`src/rtl/rggen_lock_key_pkg.sv`:
```
// Shared types and constants for the lock-key controller.
package rggen_lock_key_pkg;

  typedef enum logic [1:0] {
    LOCKED    = 2'd0,
    KEY1_WAIT = 2'd1,
    UNLOCKED  = 2'd2,
    LOCKOUT   = 2'd3
  } lock_state_e;

  localparam logic [31:0] DEFAULT_KEY0 = 32'h0000_C0DE;
  localparam logic [31:0] DEFAULT_KEY1 = 32'h0000_FACE;

  function automatic int fail_cnt_w(int max_fails);
    return (max_fails < 1) ? 1 : $clog2(max_fails + 1);
  endfunction

endpackage

```
`src/rtl/rggen_lock_key_controller_if.sv`:
```
// Key-register bus command signals shared by the register block and the controller.
interface rggen_lock_key_controller_if #(
  parameter int WIDTH = 32
);
  logic             i_command_valid;
  logic             i_select;
  logic             i_write;
  logic [WIDTH-1:0] i_write_data;

  modport master (output i_command_valid, i_select, i_write, i_write_data);
  modport slave  (input  i_command_valid, i_select, i_write, i_write_data);
endinterface

```
`src/rtl/rggen_lock_key_timer.sv`:
```
// Unlock-window down-counter: loads on entry to UNLOCKED, expires on its last cycle.
module rggen_lock_key_timer #(
  parameter int CYCLES = 1024
) (
  input  logic clk,
  input  logic rst,
  input  logic load,
  input  logic run,
  output logic expire
);
  localparam int CW = $clog2(CYCLES + 1);

  logic [CW-1:0] cnt;

  always_ff @(posedge clk or posedge rst) begin
    if (rst)                   cnt <= '0;
    else if (load)             cnt <= CW'(CYCLES);
    else if (run && cnt != '0) cnt <= cnt - CW'(1);
  end

  // count==1 marks the final open cycle, giving exactly CYCLES cycles open
  assign expire = run && (cnt == CW'(1));
endmodule

```
`src/rtl/rggen_lock_key_controller.sv`:
```
// Two-word key sequence controller for rwl/rwe fields with bad-key lockout.
// Optional auto-relock timeout: define RGGEN_LOCK_KEY_TIMEOUT_EN.
module rggen_lock_key_controller
  import rggen_lock_key_pkg::*;
#(
  parameter int          WIDTH          = 32,
  parameter logic [31:0] KEY0           = DEFAULT_KEY0,
  parameter logic [31:0] KEY1           = DEFAULT_KEY1,
  parameter int          TIMEOUT_CYCLES = 1024,
  parameter int          MAX_FAILS      = 3,
  localparam int         FCW            = fail_cnt_w(MAX_FAILS)
) (
  input  logic                        clk,
  input  logic                        rst,
  rggen_lock_key_controller_if.slave  bus,
  output logic                        o_lock,
  output logic                        o_enable,
  output logic                        o_error,
  output logic [FCW-1:0]              o_fail_count,
  output logic                        o_lockout
);
  localparam logic [WIDTH-1:0] K0   = WIDTH'(KEY0);
  localparam logic [WIDTH-1:0] K1   = WIDTH'(KEY1);
  localparam logic [FCW-1:0]   MAXV = FCW'(MAX_FAILS);

  if (TIMEOUT_CYCLES < 1) begin : g_bad_timeout
    $error("TIMEOUT_CYCLES must be at least 1");
  end

  lock_state_e    state, state_nxt;
  logic           key_wr, fail, expire;
  logic [FCW-1:0] fail_inc, fail_nxt;

  assign key_wr   = bus.i_command_valid & bus.i_select & bus.i_write;
  assign fail_inc = (o_fail_count == MAXV) ? o_fail_count : o_fail_count + FCW'(1);

`ifdef RGGEN_LOCK_KEY_TIMEOUT_EN
  logic t_load, t_run;
  assign t_load = (state != UNLOCKED) && (state_nxt == UNLOCKED);
  assign t_run  = (state == UNLOCKED);

  rggen_lock_key_timer #(.CYCLES(TIMEOUT_CYCLES)) u_timer (
    .clk    (clk),
    .rst    (rst),
    .load   (t_load),
    .run    (t_run),
    .expire (expire)
  );
`else
  assign expire = 1'b0;
`endif

  always_ff @(posedge clk or posedge rst) begin
    if (rst) begin
      state        <= LOCKED;
      o_lock       <= 1'b1;
      o_enable     <= 1'b0;
      o_error      <= 1'b0;
      o_fail_count <= '0;
      o_lockout    <= 1'b0;
    end else begin
      state        <= state_nxt;
      o_lock       <= (state_nxt != UNLOCKED);
      o_enable     <= (state_nxt == UNLOCKED);
      o_error      <= fail;
      o_fail_count <= fail_nxt;
      o_lockout    <= (state_nxt == LOCKOUT);
    end
  end

  always_comb begin
    state_nxt = state;
    fail      = 1'b0;
    fail_nxt  = o_fail_count;
    case (state)
      LOCKED: if (key_wr) begin
        if (bus.i_write_data == K0) state_nxt = KEY1_WAIT;
        else                        fail      = 1'b1;
      end
      KEY1_WAIT: if (key_wr) begin
        if (bus.i_write_data == K1) begin
          state_nxt = UNLOCKED;
          fail_nxt  = '0;
        end else begin
          fail = 1'b1;
        end
      end
      // relock write and expiry together still make one transition
      UNLOCKED: if (key_wr || expire) state_nxt = LOCKED;
      default:  state_nxt = LOCKOUT;
    endcase
    if (fail) begin
      fail_nxt  = fail_inc;
      state_nxt = (MAX_FAILS != 0 && fail_inc == MAXV) ? LOCKOUT : LOCKED;
    end
  end
endmodule

```
`src/flat_wrapper.sv`:
```
// flat-port wrapper written by rule: the top's interface ports become plain ports
module rggen_lock_key_controller_flat import rggen_lock_key_pkg::*;
#(
  parameter int          WIDTH          = 32,
  parameter logic [31:0] KEY0           = DEFAULT_KEY0,
  parameter logic [31:0] KEY1           = DEFAULT_KEY1,
  parameter int          TIMEOUT_CYCLES = 1024,
  parameter int          MAX_FAILS      = 3,
  localparam int         FCW            = fail_cnt_w(MAX_FAILS)
)
  (clk, rst, o_lock, o_enable, o_error, o_fail_count, o_lockout, bus_i_command_valid, bus_i_select, bus_i_write, bus_i_write_data);
  rggen_lock_key_controller_if #(.WIDTH(WIDTH)) bus_i ();
  input  logic clk;
  input  logic rst;
  output logic o_lock;
  output logic o_enable;
  output logic o_error;
  output logic [FCW-1:0] o_fail_count;
  output logic o_lockout;
  input wire logic [$bits(bus_i.i_command_valid)-1:0] bus_i_command_valid;
  input wire logic [$bits(bus_i.i_select)-1:0] bus_i_select;
  input wire logic [$bits(bus_i.i_write)-1:0] bus_i_write;
  input wire logic [$bits(bus_i.i_write_data)-1:0] bus_i_write_data;
  assign bus_i.i_command_valid = bus_i_command_valid;
  assign bus_i.i_select = bus_i_select;
  assign bus_i.i_write = bus_i_write;
  assign bus_i.i_write_data = bus_i_write_data;
  rggen_lock_key_controller #(.WIDTH(WIDTH), .KEY0(KEY0), .KEY1(KEY1), .TIMEOUT_CYCLES(TIMEOUT_CYCLES), .MAX_FAILS(MAX_FAILS)) u_core (.clk(clk), .rst(rst), .bus(bus_i), .o_lock(o_lock), .o_enable(o_enable), .o_error(o_error), .o_fail_count(o_fail_count), .o_lockout(o_lockout));
endmodule
```
`config.mk`:
```
export PLATFORM = sky130hd
export DESIGN_NAME = rggen_lock_key_controller_flat
export DESIGN_NICKNAME = d
export VERILOG_FILES = /design/src/rtl/rggen_lock_key_pkg.sv /design/src/rtl/rggen_lock_key_controller_if.sv /design/src/rtl/rggen_lock_key_timer.sv /design/src/rtl/rggen_lock_key_controller.sv /design/src/flat_wrapper.sv
export SDC_FILE = /design/constraint.sdc
export NUM_CORES = 1
export LEC_CHECK = 0
export ABC_AREA = 1
export BUFFER_PORTS_ARGS = -buffer_cell sky130_fd_sc_hd__buf_2
export CAP_MARGIN = 20
export CORE_ASPECT_RATIO = 0.7
export CORE_MARGIN = 1
export CORE_UTILIZATION = 30
export CTS_BUF_LIST = sky130_fd_sc_hd__clkbuf_2
export CTS_CLUSTER_DIAMETER = 40
export DETAILED_ROUTE_END_ITERATION = 7
export HOLD_SLACK_MARGIN = 0.1
export PLACE_DENSITY = 0.67
export SLEW_MARGIN = 40
export SYNTH_ARGS = -nofsm -noshare
export SYNTH_HDL_FRONTEND = slang
export SYNTH_SLANG_ARGS = --single-unit
export TNS_END_PERCENT = 50
```
`constraint.sdc`:
```
create_clock -name clk -period 1.3 [get_ports clk]
set_clock_uncertainty 0.05 [all_clocks]
set_input_delay 0.13 -clock clk [delete_from_list [all_inputs] [get_ports clk]]
set_output_delay 0.13 -clock clk [all_outputs]
set_load 0.02 [all_outputs]
```
==> impl_table.tex <==
\begin{tabular}{lr}
\hline
Metric & Value \\
\hline
\multicolumn{2}{l}{\textbf{Status}} \\
Result of the run & finished with violations \\
Violated checks & design-rule violations \\
\multicolumn{2}{l}{\textbf{Route}} \\
Total via count in the routed design & 706 \\
1st-pass router iterations & 6 \\
Remaining antenna violation count & 0 \\
Total wire length & 1330 um \\
Vias/cell & 4.06 \\
Iteration-0 DRC Markers & 36 \\
Number of DRC violations after detailed routing & 3 \\
Routed length per placed instance & 7.66 um \\
\multicolumn{2}{l}{\textbf{Power and ir drop}} \\
Switching power share of the total & 43.0\% \\
Cell leakage power & 0.000582 uW \\
Total power divided by cell area & 1270 nW/um\^{}2 \\
Worst supply voltage drop on vdd & 0.000440 V \\
Part of the power in the clock network & 14.4\% \\
Internal power contribution & 683 uW \\
Share of power burned in combinational logic & 48.8\% \\
Reported net switching power & 516 uW \\
Overall power of the completed layout & 1200 uW \\
Register share of total power & 36.9\% \\
\multicolumn{2}{l}{\textbf{Finish}} \\
Core occupancy in the finished layout & 48.3\% \\
Layout cell share with drive strength beyond 1 & 43.4\% \\
Final cell count without fillers & 174 \\
Number of inserted filler cells in the final layout & 198 \\
Area Overhead vs Synth & 42.9\% \\
Area of combinational cells with multiple inputs & 342 um\^{}2 \\
Number of nets in the layout & 190 \\
Count of antenna diodes in the layout & 0 \\
Storage cell area & 201 um\^{}2 \\
\multicolumn{2}{l}{\textbf{Placed design}} \\
DP HPWL & 1130 um \\
Post-placement cell count & 167 \\
Port Buf Inserts & 42 \\
Weighted congestion at the end of routability-driven global placement & 0.629 \\
\multicolumn{2}{l}{\textbf{Floorplanning}} \\
Initial core utilization & 33.8\% \\
Die area & 2390 um\^{}2 \\
Die Ht & 41.2 um \\
Placeable core region & 1950 um\^{}2 \\
Standard-cell row count & 13 \\
IO Pins & 43 \\
Width of the die & 58.0 um \\
\multicolumn{2}{l}{\textbf{Yosys}} \\
Mapped Area & 659 um\^{}2 \\
Yosys warnings & 0 \\
Average cell area after synthesis & 6.40 um\^{}2 \\
Register area share after synthesis & 30.6\% \\
Total of flip-flops plus latches after synthesis & 8 \\
Synthesized netlist net count & 140 \\
Synthesized instance count & 103 \\
Yosys cell types & 18 \\
\multicolumn{2}{l}{\textbf{Global route}} \\
Maximum number of pins on one net before global-route repair & 9 \\
Initial antenna violation count & 0 \\
Final global-route overflow total & 0 \\
Vias in the first global route & 555 \\
GRT Total Usage & 11.8\% \\
Global-route wire length before repair & 2060 um \\
\multicolumn{2}{l}{\textbf{Hold path}} \\
Min-delay worst type & in -> reg \\
Startpoint of the most critical hold path & bus\_i\_select \\
\multicolumn{2}{l}{\textbf{Clock tree}} \\
Clock-pin slew reported for the worst setup and hold paths after clock tree synthesis & 0.09 ns \\
CTS buffer count & 3 \\
Clock Path Buffers & 2 \\
TritonCTS sink count & 8 \\
Later-pin clock latency in the skew report & 0.24 ns \\
CTS root buf & sky130\_fd\_sc\_hd\_\_clkbuf\_2 \\
Clock tree from TritonCTS & built \\
H-tree levels & 1 \\
\multicolumn{2}{l}{\textbf{Run}} \\
Maximum capacitance violations & 0 \\
\multicolumn{2}{l}{\textbf{Timing}} \\
Portion of the clock cycle consumed by the worst path in the final layout & 94.3\% \\
Post-route minimum period & 1.23 ns \\
Slew of the pin with the lowest slew margin & 0.319 ns \\
Final TNS setup & 0 ns \\
Number of failing setup endpoints in the final timing report & 0 \\
Final Hold Vio Count & 0 \\
Slew Viols, Final & 0 \\
Peak clock frequency supported by timing & 0.816 GHz \\
Worst relative slew slack & 78.5\% \\
\multicolumn{2}{l}{\textbf{Setup path}} \\
Critical path data required time & 1.39 ns \\
Data arrival, critical path & 1.31 ns \\
CP Class & reg -> reg \\
Critical Path Fanout Max & 5 \\
Nature of the critical path endpoint & flop \\
R2r startpoint & u\_core.state[0] \\
Type of element launching the critical path & flop \\
CP startpoint & u\_core.state[0] \\
\hline
\end{tabular}
-- synth_stat cells (all sizes together) --
library cell / number / area [um^2]
dfstp: 1 / 26.3
and2: 1 / 6.26
inv: 31 / 116
o21bai: 1 / 18.8
o21ai: 3 / 18.8
o31ai: 1 / 7.51
nand2: 33 / 131
nand3: 7 / 62.6
nor3: 1 / 5.00
nor2: 17 / 91.3
dfrtp: 7 / 175
-- layout by cell type (no fill, tap or decap) --
cell type                       netlist  final
sky130_fd_sc_hd__dlygate4sd3_1        0      1
sky130_fd_sc_hd__nand2_2              3      3
sky130_fd_sc_hd__nand3_1              3      3
sky130_fd_sc_hd__clkbuf_2             0      4
sky130_fd_sc_hd__buf_2                0     42
sky130_fd_sc_hd__nor2_4               3      3
sky130_fd_sc_hd__nand2_1             30     30
sky130_fd_sc_hd__inv_2                2      3
sky130_fd_sc_hd__o21bai_4             1      1
sky130_fd_sc_hd__o21ai_1              2      2
sky130_fd_sc_hd__o21ai_2              1      1
sky130_fd_sc_hd__nand3_2              3      3
sky130_fd_sc_hd__o31ai_1              1      1
sky130_fd_sc_hd__nor2_2               2      2
sky130_fd_sc_hd__nand3_4              1      1
sky130_fd_sc_hd__buf_4                0      2
sky130_fd_sc_hd__and2_0               1      1
sky130_fd_sc_hd__dfrtp_1              7      7
sky130_fd_sc_hd__nor2_1              12     12
sky130_fd_sc_hd__nor3_1               1      1
sky130_fd_sc_hd__dfstp_2              1      1
sky130_fd_sc_hd__inv_1               29     28
-- worst max-delay path, stage by stage (launching register included) --
cell and delay [ns]:
sky130_fd_sc_hd__dfrtp_1 0.43, sky130_fd_sc_hd__inv_2 0.08, sky130_fd_sc_hd__nor2_4 0.12, sky130_fd_sc_hd__nand3_2 0.11, sky130_fd_sc_hd__nand3_4 0.12, sky130_fd_sc_hd__nor2_2 0.06, sky130_fd_sc_hd__o21bai_4 0.15
-- metrics by stage --
step | worst slack (ns) | area [um^2] | hold slack, ns
after global routing | -0.00888 | 942 | 0.284
after CTS | 0.0305 | 927 | 0.282
after global placement | 0.0434 | 897 | 0.0261
final | 0.0741 | 942 | 0.299
after floorplan | 0.131 | 659 | -0.105
after detailed placement | 0.0140 | 897 | 0.0345
-- flip-flops by register name, indices dropped and copies added (netlist names) --
register / flops
u_core.o_error: 1
u_core.o_enable: 1
u_core.o_lock: 1
u_core.state: 2
u_core.o_lockout: 1
u_core.o_fail_count: 2
-- repair_timing --
action                                 CTS  global route
setup endpoints to repair                0             4
resized for setup                        0             1
hold buffers                             1             0
endpoints found under the hold margin    8             0
buffers inserted                         0             2
-- layer usage --
metal  vias to the layer above  share of wire [%]  global-route usage (%)
met5                         -                  0                       0
met4                         0                  0                       0
met3                         0                8.3                    5.05
met2                        28                 47                    22.4
met1                       286                 44                    13.6
li1                        392                  -                       -
-- final timing paths --
| check | to | slack [ns] | cells past startpoint |
|---|---|---|---|
| max reg2reg | u_core.o_lockout | 0.07 | 6 |
| min in group asynchronous | u_core.o_fail_count[0] | 0.31 | 3 |
| max in group asynchronous | u_core.o_lock | 0.60 | 3 |
| max | u_core.o_lockout | 0.07 | 6 |
| min | u_core.state[1] | 0.30 | 4 |
| min reg2reg | u_core.o_fail_count[0] | 0.48 | 2 |
-- final cells by class --
| class | instances | share of cell area (%) |
|---|---|---|
| well taps | 22 | 2.92 |
| multi-input cells | 64 | 36.3 |
| inverters | 31 | 12.4 |
| repair buffers | 45 | 25.0 |
| clock buffers | 4 | 2.12 |
| flip-flops and latches | 8 | 21.4 |
-- logic make-up after synthesis --
family	count (synthesis)	share of synthesized area [%]
AO/OA/AOI/OAI	5	6.83
flip-flops	8	30.6
AND/OR/NAND/NOR	59	45.0
buffers and inverters	31	17.6
-- power groups by stage --
stage	clock network [uW]	registers (uW)	logic [uW]
6_report	172	442	585
5_1_grt	196	456	655
4_1_cts	181	440	541
3_5_place_dp	0	446	536
3_3_place_gp	0	444	528
2_1_floorplan	0	531	282
No activity file was read; power rests on OpenSTA's default activity.
